===== config.mk =====
export PLATFORM = sky130hd
export DESIGN_NAME = bcd_7seg_display_mux_flat
export DESIGN_NICKNAME = d
export VERILOG_FILES = /design/src/rtl/bcd_disp_pkg.sv /design/src/rtl/bcd_7seg_display_mux_if.sv /design/src/rtl/bcd_to_7seg.sv /design/src/rtl/bcd_7seg_display_mux.sv /design/src/flat_wrapper.sv
export SDC_FILE = /design/constraint.sdc
export NUM_CORES = 1
export LEC_CHECK = 0
export ABC_AREA = 0
export CELL_PAD_IN_SITES_DETAIL_PLACEMENT = 2
export CELL_PAD_IN_SITES_GLOBAL_PLACEMENT = 2
export CORE_MARGIN = 5
export CORE_UTILIZATION = 34
export CTS_BUF_LIST = sky130_fd_sc_hd__clkbuf_4 sky130_fd_sc_hd__clkbuf_8
export DETAILED_ROUTE_END_ITERATION = 8
export GPL_TIMING_DRIVEN = 0
export PLACE_DENSITY_LB_ADDON = 0.1
export SLEW_MARGIN = 20
export SYNTH_ARGS = -nofsm -noshare
export SYNTH_HDL_FRONTEND = slang
export SYNTH_SLANG_ARGS = --single-unit

===== constraint.sdc =====
create_clock -name clk -period 3.48 [get_ports clk]
set_clock_uncertainty 0.05 [all_clocks]
set_input_delay 0.696 -clock clk [delete_from_list [all_inputs] [get_ports clk]]
set_output_delay 0.696 -clock clk [all_outputs]
set_load 0.02 [all_outputs]

===== src/rtl/bcd_disp_pkg.sv =====
// Shared types and constants for the two-digit seven-segment display driver.
// All segment patterns are active-low, bit 0 = segment a ... bit 6 = segment g.
package bcd_disp_pkg;

  typedef enum logic {
    DIG_ONES = 1'b0,
    DIG_TENS = 1'b1
  } dig_state_t;

  localparam logic [6:0] SEG_BLANK = 7'h7F;
  localparam logic [6:0] SEG_DASH  = 7'h3F;

  localparam logic [6:0] DIGIT_PAT [0:9] = '{
    7'h40, 7'h79, 7'h24, 7'h30, 7'h19,
    7'h12, 7'h02, 7'h78, 7'h00, 7'h10
  };

  localparam logic [1:0] AN_ONES = 2'b10;
  localparam logic [1:0] AN_TENS = 2'b01;

endpackage


===== src/rtl/bcd_7seg_display_mux_if.sv =====
// Digit inputs from the BCD converter and the display-side outputs.
// master = producer of digits / consumer of display lines, slave = display driver.
interface bcd_7seg_display_mux_if;
  logic [3:0] ones;
  logic [3:0] tens;
  logic [6:0] seg;
  logic [1:0] an;
  logic       frame_tick;
  logic       bcd_err;

  modport master (
    output ones, tens,
    input  seg, an, frame_tick, bcd_err
  );

  modport slave (
    input  ones, tens,
    output seg, an, frame_tick, bcd_err
  );
endinterface


===== src/rtl/bcd_to_7seg.sv =====
// Combinational BCD to active-low seven-segment decoder; values above 9 show a dash.
module bcd_to_7seg
  import bcd_disp_pkg::*;
(
  input  logic [3:0] bcd,
  output logic [6:0] seg
);

  // Table lookup for valid digits, dash for 10..15
  always_comb begin
    if (bcd > 4'd9) seg = SEG_DASH;
    else            seg = DIGIT_PAT[bcd];
  end

endmodule


===== src/rtl/bcd_7seg_display_mux.sv =====
// Two-digit time-multiplexed seven-segment driver.
// Digits are latched once per frame (ones phase + tens phase) so the display never
// tears; seg/an are registered from next-state values so they never skew.
// Optional build macro: BCD_DISP_LEADING_ZERO_BLANK_EN blanks a leading tens zero.
module bcd_7seg_display_mux
  import bcd_disp_pkg::*;
#(
  parameter int REFRESH_DIV = 50000
) (
  input  logic                    clk,
  input  logic                    rst,
  bcd_7seg_display_mux_if.slave   bus
);

  localparam int CNT_W = (REFRESH_DIV > 2) ? $clog2(REFRESH_DIV) : 1;
  localparam logic [CNT_W-1:0] CNT_LAST = CNT_W'(REFRESH_DIV - 1);

  dig_state_t       state, state_nx;
  logic [CNT_W-1:0] refresh_cnt, cnt_nx;
  logic [3:0]       hold_ones, hold_tens;
  logic [3:0]       hold_ones_nx, hold_tens_nx;
  logic [3:0]       dec_in;
  logic [6:0]       dec_seg, seg_nx;
  logic             term, frame;

  logic [6:0]       seg_q;
  logic [1:0]       an_q;
  logic             frame_tick_q;
  logic             bcd_err_q;

  // Next-state, counter and hold-register values; digits sampled only at frame end
  always_comb begin
    term         = (refresh_cnt == CNT_LAST);
    frame        = term && (state == DIG_TENS);
    cnt_nx       = term ? '0 : refresh_cnt + 1'b1;
    state_nx     = state;
    if (term) state_nx = (state == DIG_ONES) ? DIG_TENS : DIG_ONES;
    hold_ones_nx = frame ? bus.ones : hold_ones;
    hold_tens_nx = frame ? bus.tens : hold_tens;
    dec_in       = (state_nx == DIG_ONES) ? hold_ones_nx : hold_tens_nx;
  end

  bcd_to_7seg u_dec (
    .bcd (dec_in),
    .seg (dec_seg)
  );

  // Segment value to load; optionally suppress a leading tens zero
  always_comb begin
    seg_nx = dec_seg;
`ifdef BCD_DISP_LEADING_ZERO_BLANK_EN
    if ((state_nx == DIG_TENS) && (hold_tens_nx == 4'd0)) seg_nx = SEG_BLANK;
`endif
  end

  // Digit FSM, refresh counter, hold registers and registered outputs
  always_ff @(posedge clk or posedge rst) begin
    if (rst) begin
      state        <= DIG_ONES;
      refresh_cnt  <= '0;
      hold_ones    <= 4'd0;
      hold_tens    <= 4'd0;
      seg_q        <= DIGIT_PAT[0];
      an_q         <= AN_ONES;
      frame_tick_q <= 1'b0;
      bcd_err_q    <= 1'b0;
    end else begin
      state        <= state_nx;
      refresh_cnt  <= cnt_nx;
      hold_ones    <= hold_ones_nx;
      hold_tens    <= hold_tens_nx;
      seg_q        <= seg_nx;
      an_q         <= (state_nx == DIG_ONES) ? AN_ONES : AN_TENS;
      frame_tick_q <= frame;
      if (frame) bcd_err_q <= (bus.ones > 4'd9) | (bus.tens > 4'd9);
    end
  end

  assign bus.seg        = seg_q;
  assign bus.an         = an_q;
  assign bus.frame_tick = frame_tick_q;
  assign bus.bcd_err    = bcd_err_q;

endmodule


===== src/flat_wrapper.sv =====
// flat-port wrapper written by rule: the top's interface ports become plain ports
module bcd_7seg_display_mux_flat import bcd_disp_pkg::*;
#(
  parameter int REFRESH_DIV = 50000
)
  (clk, rst, bus_ones, bus_tens, bus_seg, bus_an, bus_frame_tick, bus_bcd_err);
  bcd_7seg_display_mux_if bus_i ();
  input  logic clk;
  input  logic rst;
  input wire logic [$bits(bus_i.ones)-1:0] bus_ones;
  input wire logic [$bits(bus_i.tens)-1:0] bus_tens;
  output wire logic [$bits(bus_i.seg)-1:0] bus_seg;
  output wire logic [$bits(bus_i.an)-1:0] bus_an;
  output wire logic [$bits(bus_i.frame_tick)-1:0] bus_frame_tick;
  output wire logic [$bits(bus_i.bcd_err)-1:0] bus_bcd_err;
  assign bus_i.ones = bus_ones;
  assign bus_i.tens = bus_tens;
  assign bus_seg = bus_i.seg;
  assign bus_an = bus_i.an;
  assign bus_frame_tick = bus_i.frame_tick;
  assign bus_bcd_err = bus_i.bcd_err;
  bcd_7seg_display_mux #(.REFRESH_DIV(REFRESH_DIV)) u_core (.clk(clk), .rst(rst), .bus(bus_i));
endmodule

==> load_flow_metrics.sql, run 1 <==
INSERT INTO impl_metrics (metric_group, metric, value, unit) VALUES
('route', 'maxUsedRoutingLayer', 'met4', ''),
('floorplan', 'boundaryPins', '21', ''),
('synthesis', 'syn_area_per_cell', '11.8', 'µm²'),
('clock_network', 'ctsLongestPathBuffers', '2', ''),
('floorplan', 'initial_core_util', '0.349', ''),
('sta', 'fraction_of_the_cycle_the_final_worst_path_needs', '0.927', ''),
('power_and_ir_drop', 'finalPower', '806', 'µW'),
('global_route', 'global_route_wire_length_before_repair', '6670', 'µm'),
('final_layout', 'seqCellArea', '878', 'µm²'),
('final_layout', 'area_growth_syn_to_fin', '27.4', '%'),
('synthesis', 'largest_family_of_logic_cells_by_synthesized_area', 'simple AND/OR/NAND/NOR gates', ''),
('outcome', 'run_status', 'completed', ''),
('placed_design', 'place_inst', '227', ''),
('route', 'detail_route.first_pass.iterations', '3', ''),
('final_layout', 'post_route_cells_drive_above_1_share', '0.213', ''),
('synthesis', 'synth_seq_cells', '35', ''),
('synthesis', 'synthesis.nets', '158', ''),
('route', 'vias', '1165', ''),
('synthesis', 'synth_compound_gate_area_share', '0.0721', ''),
('clock_network', 'numClockSinks', '35', ''),
('route', 'wire_length_after_detailed_routing', '3880', 'µm'),
('worst_setup_path', 'crit_path_end_kind', 'flip-flop', ''),
('sta', 'report.final.setup_viol', '0', ''),
('route', 'drt_first_iter_violations', '30', ''),
('worst_setup_path', 'worst_ep_arrival_time', '3.36', 'ns'),
('sta', 'timing.fmax', '310', 'MHz'),
('clock_network', 'tritoncts', 'done', ''),
('global_route', 'number_of_antenna_violations_at_the_first_check_in_global_routing', '0', ''),
('sta', 'maxSlewHeadroom', '0.510', ''),
('floorplan', 'dieHeight', '79.6', 'µm'),
('sta', 'setup_repair_after_global_routing_missed_its_margin', 'no', ''),
('synthesis', 'synth_ff_type', 'dfrtp_1', ''),
('synthesis', 'synthesized_area_fraction_occupied_by_xor_and_xnor_cells', '0.0531', ''),
('final_layout', 'finalNetCount', '186', ''),
('clock_network', 'clk-insertion-delay-late', '0.28', 'ns'),
('clock_network', 'clk_pin_slew', '0.08', 'ns'),
('worst_setup_path', 'cp_num_buf_inv', '2', ''),
('worst_setup_path', 'critPathLaunchType', 'flip-flop', ''),
('worst_setup_path', 'worstPathMaxFanout', '9', ''),
('floorplan', 'die_w', '79.6', 'µm'),
('synthesis', 'yosys_warnings', '0', ''),
('synthesis', 'yosys_cell_types', '38', ''),
('run', 'cap_viol_max_count', '0', ''),
('hold_path', 'min-delay-path-class', 'reg2reg', ''),
('worst_setup_path', 'timing.critical_path.slowest_stage_cell', 'or4b_4', ''),
('route', 'routed_via_density', '4.94', ''),
('final_layout', 'multi_input_comb_area', '764', 'µm²'),
('synthesis', 'synth-async-reset-ratio', '1.00', ''),
('worst_setup_path', 'critPathKind', 'reg2reg', ''),
('route', 'route.met2.wl', '2180', 'µm'),
('placed_design', 'dp.final_hpwl', '2780', 'µm'),
('synthesis', 'syn_inst', '140', ''),
('synthesis', 'post_synth_and_or_nand_nor_area_fraction', '0.163', ''),
('route', 'drc', '0', ''),
('placed_design', 'dpl-instance-area', '0.00193', 'mm²'),
('floorplan', 'die_area', '0.00634', 'mm²'),
('route', 'wl_met1', '1580', 'µm'),
('global_route', 'grt_max_degree', '36', ''),
('clock_network', 'cts_buffers', '5', ''),
('final_layout', 'antenna_cells_inserted', '0', ''),
('route', 'wire_per_inst', '16.5', 'µm'),
('final_layout', 'cell_area_after_layout', '0.00210', 'mm²'),
('clock_network', 'ctsRootBufferMaster', 'clkbuf_8', ''),
('final_layout', 'layoutNonFillerInstCount', '236', ''),
('sta', 'slew_viol_final', '0', ''),
('sta', 'worst_margin_pin_slew', '0.734', 'ns'),
('worst_setup_path', 'critPathMaxStageDelay', '0.57', 'ns'),
('final_layout', 'final.fill_count', '479', ''),
('placed_design', 'io_buffer_count', '20', ''),
('route', 'dr_wl_met3', '71', 'µm'),
('worst_setup_path', 'cp_cell_sequence', 'or4b_4 -> nor4_4 -> buf_4 -> ha_4 -> mux2_1 -> o21ai_2 -> inv_1 -> ha_1 -> nor2_1 -> nand2_1 -> a32oi_1', '');
[what timing repair did]
item                                   CTS  global route
pin swaps                                1             1
hold buffers                             0             0
setup buffers                            2             1
setup endpoints to repair                7             4
endpoints found under the hold margin    0             0
cloned                                   0             0
gates resized for setup                  3             5
[path summary, 6_finish.rpt]
| path | cells past startpoint | end | startpoint | slack (ns) |
|---|---|---|---|---|
| worst max register to register | 11 | u_core.bus.seg[4] | u_core.refresh_cnt[11] | 0.25 |
| worst max-delay path | 11 | u_core.bus.seg[4] | u_core.refresh_cnt[11] | 0.25 |
| worst min-delay path | 2 | u_core.hold_tens[0] | u_core.hold_tens[0] | 0.45 |
| min in group asynchronous | 2 | u_core.bus.bcd_err | rst | 0.80 |
| worst min register to register | 2 | u_core.hold_tens[0] | u_core.hold_tens[0] | 0.45 |
| max in group asynchronous | 2 | u_core.refresh_cnt[15] | rst | 2.10 |
[per-stage QoR]
stage | util | setup TNS, ns | worst slack, ns
2_1_floorplan | - | 0 | 0.0372
3_3_place_gp | 0.409 | -2.72 | -0.575
3_5_place_dp | 0.409 | -3.35 | -0.642
4_1_cts | 0.440 | 0 | 0.00412
5_1_grt | 0.445 | 0 | 0.0319
6_report | 0.445 | 0 | 0.253
[registers in the layout, summed over array words and instances, names as in the netlist, named ones only]
register	flops
u_core.bus.an	2
u_core.bus.bcd_err	1
u_core.bus.frame_tick	1
u_core.bus.seg	7
u_core.hold_ones	3
u_core.hold_tens	3
u_core.refresh_cnt	16
[placed cells by master, fill, tap and decap left out, types with 2 or more instances in the layout]
master,Yosys,final
a21oi_1,3,3
a31oi_1,2,2
buf_4,1,4
clkbuf_8,0,6
clkdlybuf4s50_1,0,20
dfrtp_1,33,33
dfstp_2,2,2
ha_1,8,6
inv_1,5,3
inv_2,1,3
mux2_2,6,6
mux4_2,2,2
nand2_1,10,10
nand3_1,5,5
nand4_1,3,3
nor2_1,12,12
nor4_1,2,2
o21ai_0,5,5
o21ai_1,5,4
or3_1,4,4
xnor2_1,5,5
xor2_1,5,5
[routing by layer]
metal,up-vias,global-route usage
li1,548,-
met1,601,0.150
met2,9,0.260
met3,7,0.0339
met4,0,0.0412
met5,-,0
[power breakdown]
| group | switching [mW] | internal, mW |
|---|---|---|
| sequential | 0 | 0.407 |
| combinational | 0.0109 | 0.00957 |
| clock | 0.147 | 0.232 |
| total | 0.158 | 0.648 |
[cell families after synthesis]
family | Yosys count
simple gates | 45
fa+ha+maj | 8
buf+inv | 10
flops | 35
mux | 12
xor+xnor | 10
compound gates | 20
[cell usage after synthesis (all sizes together), types with 2 or more instances]
master | number | area share
nor2 | 12 | 0.027
o21ai | 10 | 0.030
nand2 | 10 | 0.023
a31oi | 2 | 0.0076
mux2i | 3 | 0.018
mux2 | 7 | 0.048
clkbuf | 2 | 0.0046
xnor2 | 5 | 0.027
ha | 8 | 0.061
or3 | 4 | 0.015
inv | 6 | 0.014
nor4 | 3 | 0.020
a21oi | 3 | 0.0091
nand4 | 4 | 0.019
xor2 | 5 | 0.027
mux4 | 2 | 0.027
dfstp | 2 | 0.032
nand3 | 6 | 0.021
dfrtp | 33 | 0.50
[final cells by class]
type,count,share of cell area
clock inverters,2,0.0167
flip-flops and latches,35,0.418
clock buffers,6,0.0393
well taps,67,0.0399
repair buffers,23,0.106
plain buffers,1,0.00357
inverters,7,0.0125
multi-input cells,95,0.364
[worst register-to-register path: cells and delay by family (launching register included)]
kind | cells | cell delay (ns)
DFF | 1 | 0.44
adders and majority gates | 2 | 0.42
buffers and inverters | 2 | 0.28
and+or+nand+nor | 4 | 1.06
AOI/OAI and AO/OA | 2 | 0.49
muxes | 1 | 0.37
(Power assumes the default switching activity.)
==> inputs of run 2 (changes only) <==
--- a/config.mk
+++ b/config.mk
@@ -8,6 +8,7 @@
 export ABC_AREA = 0
 export CELL_PAD_IN_SITES_DETAIL_PLACEMENT = 2
 export CELL_PAD_IN_SITES_GLOBAL_PLACEMENT = 2
+export CORE_ASPECT_RATIO = 0.75
 export CORE_MARGIN = 5
 export CORE_UTILIZATION = 34
 export CTS_BUF_LIST = sky130_fd_sc_hd__clkbuf_4 sky130_fd_sc_hd__clkbuf_8
==> run 2 against run 1 <==
Net effect: via count is 0.17% lower; sequential power hardly changed; critical path depth stayed put; register-to-register slack worse by 0.02 ns; die area is 0.22% higher; clock-buffer cell count is 1 higher; utilization is 0.96 points lower; first-iteration DRC count is 27% lower; critical path type unchanged; highest routed layer unchanged.
==> load_flow_metrics.sql, run 2 (synthesis gave the netlist of run 1 again) <==
INSERT INTO impl_metrics (metric_group, metric, value, unit) VALUES
('global_route', 'global_route_wire_length_before_repair', '6890', 'µm'),
('final_layout', 'finalNetCount', '187', ''),
('power_and_ir_drop', 'finalPower', '736', 'µW'),
('route', 'routed_via_density', '5.06', ''),
('route', 'route.met2.wl', '1920', 'µm'),
('floorplan', 'coreArea', '0.00479', 'mm²'),
('hold_path', 'min_from', 'u_core.hold_tens[0]', ''),
('sta', 'slew_viol_final', '0', ''),
('power_and_ir_drop', 'vdd_drop_max', '0.184', 'mV'),
('final_layout', 'most_frequent_standard_cell_in_the_layout_excluding_fill_and_tap_cells', 'dfrtp_1', ''),
('worst_setup_path', 'crit_required', '3.57', 'ns'),
('sta', 'fraction_of_the_cycle_the_final_worst_path_needs', '0.934', ''),
('clock_network', 'clk-insertion-delay-late', '0.28', 'ns'),
('clock_network', 'tritoncts', 'done', ''),
('clock_network', 'ctsRootBufferMaster', 'clkbuf_8', ''),
('route', 'wire_length_after_detailed_routing', '4000', 'µm'),
('final_layout', 'antenna_cells_inserted', '0', ''),
('run', 'cap_viol_max_count', '0', ''),
('power_and_ir_drop', 'powerDensity', '353', 'mW/mm²'),
('power_and_ir_drop', 'power.share.combinational', '0.029', ''),
('route', 'detail_route.first_pass.iterations', '4', ''),
('worst_setup_path', 'cp_num_buf_inv', '1', ''),
('power_and_ir_drop', 'power.clock.fraction', '0.419', ''),
('floorplan', 'die_w', '90.4', 'µm'),
('worst_setup_path', 'critical_path.startpoint', 'u_core.refresh_cnt[11]', ''),
('worst_setup_path', 'critPathMaxStageDelay', '0.58', 'ns'),
('power_and_ir_drop', 'pwr-share-seq', '0.553', ''),
('sta', 'setup_repair_after_global_routing_missed_its_margin', 'no', ''),
('floorplan', 'dieHeight', '70.3', 'µm'),
('clock_network', 'numClockSinks', '35', ''),
('route', 'dr_wl_met3', '124', 'µm'),
('worst_setup_path', 'reg2reg_to', 'u_core.bus.seg[3]', ''),
('sta', 'finalWorstPathRequiredPeriod', '3.25', 'ns'),
('worst_setup_path', 'crit_path_end_kind', 'flip-flop', ''),
('global_route', 'grt_pass1_vias', '1365', ''),
('worst_setup_path', 'worstPathMaxFanout', '9', ''),
('placed_design', 'dpl-instance-area', '0.00192', 'mm²'),
('placed_design', 'dp.final_hpwl', '2850', 'µm'),
('route', 'wl_met1', '1910', 'µm'),
('floorplan', 'initial_core_util', '0.344', ''),
('worst_setup_path', 'crit-reg2reg-launch', 'u_core.refresh_cnt[11]', ''),
('final_layout', 'post_route_cells_drive_above_1_share', '0.212', ''),
('sta', 'worst_margin_pin_slew', '0.743', 'ns'),
('final_layout', 'final.fill_count', '513', ''),
('final_layout', 'area_growth_syn_to_fin', '26.4', '%'),
('final_layout', 'layoutNonFillerInstCount', '230', ''),
('worst_setup_path', 'critPathKind', 'reg2reg', ''),
('hold_path', 'min_delay_path_depth', '2', ''),
('final_layout', 'most-common-layout-cells', 'dfrtp_1, clkdlybuf4s50_1, nor2_1, nand2_1', ''),
('worst_setup_path', 'worst_ep_arrival_time', '3.34', 'ns'),
('outcome', 'run_status', 'completed', ''),
('power_and_ir_drop', 'switching_share', '0.207', ''),
('worst_setup_path', 'ff2ff_setup_slack', '0.23', 'ns'),
('global_route', 'grtUsageTotal', '0.136', ''),
('placed_design', 'io_buffer_count', '20', ''),
('global_route', 'grt_max_degree', '36', ''),
('final_layout', 'layout.core_utilization', '0.435', ''),
('worst_setup_path', 'timing.critical_path.slowest_stage_cell', 'or4b_4', ''),
('worst_setup_path', 'critical-path-top-delay-family', 'simple AND/OR/NAND/NOR gates', ''),
('placed_design', 'gp_congestion', '0.693', ''),
('global_route', 'number_of_antenna_violations_at_the_first_check_in_global_routing', '0', ''),
('worst_setup_path', 'critPathCapture', 'u_core.bus.seg[3]', ''),
('worst_setup_path', 'cp.depth', '11', ''),
('sta', 'report.final.setup_viol', '0', ''),
('power_and_ir_drop', 'total_leakage_power', '0.989', 'nW'),
('floorplan', 'std_cell_rows', '22', ''),
('sta', 'timing.fmax', '308', 'MHz'),
('power_and_ir_drop', 'netSwitchingPower', '152', 'µW'),
('power_and_ir_drop', 'power_report.internal_total', '584', 'µW'),
('clock_network', 'ctsLongestPathBuffers', '2', ''),
('route', 'drc', '0', ''),
('route', 'wire_per_inst', '17.4', 'µm'),
('sta', 'report.final.hold_viol_count', '0', ''),
('worst_setup_path', 'critPathLaunchType', 'flip-flop', ''),
('clock_network', 'h-tree-depth', '2', ''),
('clock_network', 'cts_hold_repair.buffers', '0', ''),
('route', 'maxUsedRoutingLayer', 'met4', ''),
('clock_network', 'clk_pin_slew', '0.08', 'ns'),
('final_layout', 'cell_area_after_layout', '0.00208', 'mm²'),
('worst_setup_path', 'cp_cell_sequence', 'or4b_4 -> nor4_4 -> buf_4 -> ha_4 -> mux2_1 -> o21ai_4 -> ha_1 -> nor2_1 -> o21a_1 -> a31oi_1 -> o21ai_1', ''),
('sta', 'finalSetupTns', '0', 'ns'),
('route', 'postRouteAntennaNets', '0', ''),
('route', 'drt_first_iter_violations', '22', ''),
('route', 'vias', '1163', ''),
('floorplan', 'die_area', '0.00636', 'mm²'),
('final_layout', 'largest_register_ffs', '16', ''),
('sta', 'maxSlewHeadroom', '0.504', ''),
('final_layout', 'regMostFlops', 'u_core.refresh_cnt', ''),
('placed_design', 'place_inst', '220', ''),
('worst_setup_path', 'reg2reg_depth', '11', ''),
('hold_path', 'min-delay-path-class', 'reg2reg', ''),
('floorplan', 'boundaryPins', '21', ''),
('global_route', 'grt_overflow', '0', ''),
('clock_network', 'cts_buffers', '5', '');
[run 2: power by group through the flow]
stage / sequential [mW] / combinational (mW) / clock (mW)
final: 0.407 / 0.0213 / 0.308
after global routing: 0.406 / 0.0239 / 0.336
after CTS: 0.407 / 0.0221 / 0.320
after detailed placement: 0.414 / 0.0220 / 0
after global placement: 0.414 / 0.0212 / 0
after floorplan: 0.414 / 0.00689 / 0
[run 2: how the worst min path moves through the flow]
stage,endpoint,slack (ns)
2_1_floorplan,u_core.hold_tens[0],0.40
3_3_place_gp,u_core.hold_tens[0],0.41
3_5_place_dp,u_core.hold_tens[0],0.43
4_1_cts,u_core.refresh_cnt[0],0.44
5_1_grt,u_core.refresh_cnt[0],0.46
6_report,u_core.hold_tens[0],0.43
[run 2: area by class of cell]
type	count	area, µm²	share of cell area
plain buffers	1	7.51	0.00360
clock buffers	7	90.1	0.0432
clock inverters	1	5.00	0.00240
inverters	7	26.3	0.0126
multi-input cells	95	768	0.369
flip-flops and latches	35	878	0.421
well taps	60	75.1	0.0360
repair buffers	24	234	0.112
[run 2: metal layers]
| metal | vias to the layer above | track usage |
|---|---|---|
| met1 | 596 | 0.172 |
| li1 | 547 | - |
| met2 | 15 | 0.226 |
| met4 | 0 | 0.0397 |
| met5 | - | 0 |
| met3 | 5 | 0.0388 |
[run 2: per-stage QoR]
| stage | hold WS (ns) | setup WS [ns] |
|---|---|---|
| after floorplan | 0.397 | 0.0372 |
| after global placement | 0.414 | -0.595 |
| after detailed placement | 0.425 | -0.666 |
| after CTS | 0.444 | 0.0765 |
| after global routing | 0.461 | 0.0207 |
| final | 0.433 | 0.228 |
[run 2: what timing repair did]
action | CTS | global route
hold endpoints to repair | 0 | 0
buffers inserted | 3 | 1
pin swaps | 1 | 1
endpoints found under the setup margin | 7 | 3
gates resized for setup | 6 | 3
[run 2: worst register-to-register path: cells and delay by family, from the launching register on]
| family | cells | cell delay [ns] |
|---|---|---|
| adders and majority gates | 2 | 0.41 |
| and+or+nand+nor | 3 | 0.91 |
| DFF | 1 | 0.44 |
| buffers and inverters | 1 | 0.17 |
| AOI/OAI and AO/OA | 4 | 0.73 |
| muxes | 1 | 0.41 |
